**src/rtl/program_loader.sv**
```systemverilog
// program_loader: boot-time byte-stream loader that packs 3 bytes per 18-bit
// instruction, writes instruction memory, checks an XOR checksum and gates cpu_reset.
`default_nettype none

module program_loader #(
  parameter int ADDR_WIDTH  = 8,
  parameter int INSTR_WIDTH = 18
) (
  input  logic                   clock,
  input  logic                   reset,
  input  logic                   start,
  input  logic [7:0]             rx_data,
  input  logic                   rx_valid,
  output logic                   rx_ready,
  output logic                   imem_we,
  output logic [ADDR_WIDTH-1:0]  imem_addr,
  output logic [INSTR_WIDTH-1:0] imem_wdata,
  output logic                   cpu_reset,
  output logic                   busy,
  output logic                   done,
  output logic                   error
);

  typedef enum logic [3:0] {
    S_IDLE  = 4'd0,
    S_COUNT = 4'd1,
    S_B0    = 4'd2,
    S_B1    = 4'd3,
    S_B2    = 4'd4,
    S_WRITE = 4'd5,
    S_CHK   = 4'd6,
    S_DONE  = 4'd7,
    S_ERROR = 4'd8
  } state_t;

  state_t                 state, state_nx;
  logic [7:0]             checksum, checksum_nx;
  logic [8:0]             remaining, remaining_nx;
  logic [ADDR_WIDTH-1:0]  addr_nx;
  logic [INSTR_WIDTH-1:0] wdata_nx;
  logic                   accept;

  assign accept = rx_valid && rx_ready;

  always_comb begin
    state_nx     = state;
    checksum_nx  = checksum;
    remaining_nx = remaining;
    addr_nx      = imem_addr;
    wdata_nx     = imem_wdata;
    case (state)
      S_IDLE, S_DONE, S_ERROR: begin
        if (start) begin
          state_nx    = S_COUNT;
          checksum_nx = '0;
          addr_nx     = '0;
        end
      end
      S_COUNT: begin
        if (accept) begin
          // A count byte of zero encodes a full 256-instruction image.
          remaining_nx = (rx_data == 8'd0) ? 9'd256 : {1'b0, rx_data};
          checksum_nx  = checksum ^ rx_data;
          state_nx     = S_B0;
        end
      end
      S_B0: begin
        if (accept) begin
          if (rx_data[7:2] != 6'd0) begin
            state_nx = S_ERROR;
          end else begin
            wdata_nx[INSTR_WIDTH-1 -: 2] = rx_data[1:0];
            checksum_nx                  = checksum ^ rx_data;
            state_nx                     = S_B1;
          end
        end
      end
      S_B1: begin
        if (accept) begin
          wdata_nx[15:8] = rx_data;
          checksum_nx    = checksum ^ rx_data;
          state_nx       = S_B2;
        end
      end
      S_B2: begin
        if (accept) begin
          wdata_nx[7:0] = rx_data;
          checksum_nx   = checksum ^ rx_data;
          state_nx      = S_WRITE;
        end
      end
      S_WRITE: begin
        addr_nx      = imem_addr + 1'b1;
        remaining_nx = remaining - 9'd1;
        state_nx     = (remaining == 9'd1) ? S_CHK : S_B0;
      end
      S_CHK: begin
        if (accept) begin
          state_nx = (rx_data == checksum) ? S_DONE : S_ERROR;
        end
      end
      default: state_nx = S_IDLE;
    endcase
  end

  // Status outputs are registered from the next state so they change with it.
  always_ff @(posedge clock or posedge reset) begin
    if (reset) begin
      state      <= S_IDLE;
      checksum   <= '0;
      remaining  <= '0;
      rx_ready   <= 1'b0;
      imem_we    <= 1'b0;
      imem_addr  <= '0;
      imem_wdata <= '0;
      cpu_reset  <= 1'b1;
      busy       <= 1'b0;
      done       <= 1'b0;
      error      <= 1'b0;
    end else begin
      state      <= state_nx;
      checksum   <= checksum_nx;
      remaining  <= remaining_nx;
      imem_addr  <= addr_nx;
      imem_wdata <= wdata_nx;
      rx_ready   <= (state_nx inside {S_COUNT, S_B0, S_B1, S_B2, S_CHK});
      imem_we    <= (state_nx == S_WRITE);
      busy       <= (state_nx inside {S_COUNT, S_B0, S_B1, S_B2, S_WRITE, S_CHK});
      cpu_reset  <= (state_nx != S_DONE);
      done       <= (state_nx == S_DONE);
      error      <= (state_nx == S_ERROR);
    end
  end

endmodule

`default_nettype wire

```
**config.mk**
```make
export PLATFORM = sky130hd
export DESIGN_NAME = program_loader
export DESIGN_NICKNAME = d
export VERILOG_FILES = /design/src/rtl/program_loader.sv
export SDC_FILE = /design/constraint.sdc
export NUM_CORES = 1
export LEC_CHECK = 0
export ABC_CLOCK_PERIOD_IN_PS = 1800
export CAP_MARGIN = 20
export CORE_UTILIZATION = 48
export DETAILED_ROUTE_END_ITERATION = 16
export PLACE_DENSITY = 0.76
export REMOVE_ABC_BUFFERS = 1
export SLEW_MARGIN = 20
export SYNTH_ARGS = -nofsm -noshare
export SYNTH_HDL_FRONTEND = slang
export SYNTH_SLANG_ARGS = --single-unit
```
**constraint.sdc**
```tcl
create_clock -name clock -period 1.8 [get_ports clock]
set_input_delay 0.18 -clock clock [delete_from_list [all_inputs] [get_ports clock]]
set_output_delay 0.18 -clock clock [all_outputs]
set_load 0.005 [all_outputs]
```
==> key figures <==
Final layout
  – Share of post-route cells with drive strength above 1: 0.3298
  – Diode count: 0
  – Post-layout net count: 390
  – Fin cells: 448
  – Layout area overhead: 42.06%

Global route
  – Remaining Overflow, GRT: 0
  – Largest net degree at the start of global routing: 39
  – Antenna violations before repair: 0
  – First-pass GRT wire length: 10.94 mm
  – Vias in the first global route: 2266
  – GRT Resource Usage Total: 0.2299

Setup path
  – Slowest-stage cell, CP: clkdlybuf4s50_1
  – Max stage delay on crit path: 0.52 ns
  – CP endpoint kind: flip-flop
  – Critical Path Fanout Max: 5
  – CP cell instances: clkdlybuf4s50_1 > xor2_1 > nor4_1 > nand2_2 > buf_6 > o211ai_1 > buf_4 > nor4bb_4 > o21ai_1
  – Critical path type: input pin to flip-flop
  – Critical Path RT: 2.05 ns
  – Bufs and invs on worst path: 3
  – Critical path launch point type: input pin
  – CP top delay family: buffers and inverters
  – WP data arrival: 2.16 ns

STA
  – Max-slew violations: 0
  – Final Cycle Share: 1.063
  – Setup ws final: -0.1135 ns
  – RSZ-0062 raised after global routing: yes
  – Fin. Hold Viols: 0
  – Final Setup Violations: 6
  – Fmax: 0.5226 GHz
  – Clock Skews: 0.01044 ns
  – Rel. slew slack: 0.6365
  – Worst Tran Pin Value: 0.5402 ns
  – Period minus WS final: 1.913 ns
  – Setup TNS: -0.3226 ns

Min path
  – Hold crit path type: input pin to asynchronous set/reset pin

Placement
  – Placed cell count: 428
  – Placer congestion estimate: 0.8754
  – Port-buffer cells: 43
  – DP Wirelength: 4.810 mm

Die
  – Die X: 78 um
  – IO Pins: 44
  – Die span in y: 78 um
  – Initial Util: 0.5005
  – Total core area: 5540 um2
  – Die Area: 6084 um2
  – Rows: 27

Clock network
  – H-tree levels: 2
  – CTS root buf: clkbuf_8
  – Inserted Clock Buffers: 5
  – Clock transition at path regs: 0.10 ns
  – CTS tree: done
  – Post-CTS Hold Fix Bufs: 0
  – Clk_lat worst skew: 0.31 ns
  – Max clock buf depth: 2
  – Clk sink count: 53

Detailed routing
  – Routed vias: 2551
  – Drt first pass iters: 5
  – Routed wire length: 7.190 mm
  – Vias/cell: 5.694
  – DRC: 0
  – Avg WL per Cell: 16.05 um
  – ANT nets after route: 0
  – Starting DRT DRC Count: 187

Power and ir drop
  – Power density cells: 1472 nW/um2
  – Leakage: 1.723 nW
  – Worst ir drop on vdd: 0.0007683 V

Yosys
  – Top cells by count, synth: dfrtp_1, o21ai_0, nand2_1, mux2_2, nor2_1
  – Most frequent cell after synthesis: dfrtp_1
  – #FFs+latches synth: 53
  – Mapped cell area: 2773 um2
  – Async S/R FF share, synth: 1.000
  – Synth top area cells: dfrtp_1, mux2_2, o21ai_0
  – Synth Flop Type: dfrtp_1
  – Yosys warnings: 0
  – Synth top area share: 0.4693
  – Gate Count Post-Synth: 279
  – Synthesized area per cell: 9.938 um2
  – Largest area contributor in the netlist: dfrtp_1
  – Number of flops mapped to enable cells by yosys: 0
  – Seq/Total Area, Yosys: 0.4788
  – Yosys cell types: 48

Run
  – Max-capacitance violation count: 0

Run status
  – Failing checks: setup timing
  – Status: finished, violations left
## path summary, 6_finish.rpt
kind | startpoint | endpoint | slack, ns | cells after the start
setup / recovery | rx_data[3] | busy$_DFF_PP0_ | -0.11 | 9
hold / removal | reset | busy$_DFF_PP0_ | 0.15 | 2
hold reg to reg | imem_addr[7]$_DFFE_PP0P_ | imem_addr[7]$_DFFE_PP0P_ | 0.50 | 1
min in group clock | imem_addr[7]$_DFFE_PP0P_ | imem_addr[7]$_DFFE_PP0P_ | 0.50 | 1
setup reg to reg | checksum[4]$_DFFE_PP0P_ | busy$_DFF_PP0_ | -0.11 | 8
max in group asynchronous | reset | checksum[0]$_DFFE_PP0P_ | 1.13 | 3
## stage by stage
step / area, um2 / hold slack, ns / setup WS [ns] / utilization / total power [mW]
finish: 3939 / 0.1519 / -0.1135 / 0.7109 / 5.800
global route: 3939 / 0.1775 / -0.1470 / 0.7109 / 6.140
CTS: 3726 / 0.1591 / -0.01044 / 0.6725 / 5.332
detailed placement: 3572 / 0.4876 / -0.3606 / 0.6448 / 4.466
global placement: 3572 / 0.4747 / -0.3052 / 0.6448 / 4.401
floorplan: 2671 / 0.2908 / -0.1342 / - / 3.217
## layout by cell type (no fill, tap or decap), drive strengths merged, types with 2 or more instances in the layout
cell type / count
clkinvlp: 2
nor3: 7
clkbuf: 6
nor2: 18
or3b: 2
nor2b: 10
a21oi: 14
a22o: 8
o21ai: 38
mux2: 18
and2: 5
o211ai: 3
and4b: 2
nand2: 24
xor2: 8
nand3: 13
a31oi: 3
ha: 3
o31ai: 2
or3: 2
dfrtp: 52
nand4: 3
clkdlybuf4s50: 43
a211oi: 3
buf: 59
inv: 8
nor4: 6
## cell type report
cell class	instances	area, um2
Clock buffer	6	72.57
Clock inverter	2	15.01
Fill cell	401	1602
Inverter	8	30.03
Multi-Input combinational cell	205	1475
Sequential cell	53	1331
Tap cell	72	90.09
Timing Repair Buffer	102	924.6
## routing by layer
metal | track usage | wire (um) | part of all wire | vias to the layer above
met5 | 0 | 0 | 0 | -
met4 | 0.06481 | 137 | 0.019 | 0
met3 | 0.04353 | 365 | 0.051 | 10
met2 | 0.3726 | 3525 | 0.49 | 109
met1 | 0.3153 | 3161 | 0.44 | 1234
li1 | - | - | - | 1198
## registers in the layout, summed over array words and instances (netlist names)
name / cells
remaining: 9
error: 1
state: 4
busy: 1
done: 1
imem_wdata: 18
imem_we: 1
imem_addr: 8
checksum: 8
cpu_reset: 1
rx_ready: 1
## logic make-up after synthesis
kind of cell / synth area share
AO/OA/AOI/OAI: 0.1710
buffers and inverters: 0.04738
XOR/XNOR: 0.02527
multiplexers: 0.07310
adder cells (fa/ha/maj): 0.01354
flip-flops: 0.4788
AND/OR/NAND/NOR: 0.1909
## where the power goes
group | switching, mW | internal (mW)
Clock | 0.400 | 0.275
Combinational | 1.43 | 1.75
Sequential | 0.337 | 1.61
## timing repair
item                                    CTS  global route
cloned                                    1             1
pin swaps                                 5            14
resized for setup                        15            33
endpoints found under the setup margin   23            24
setup buffers                             1             9
(Power assumes the default switching activity.)
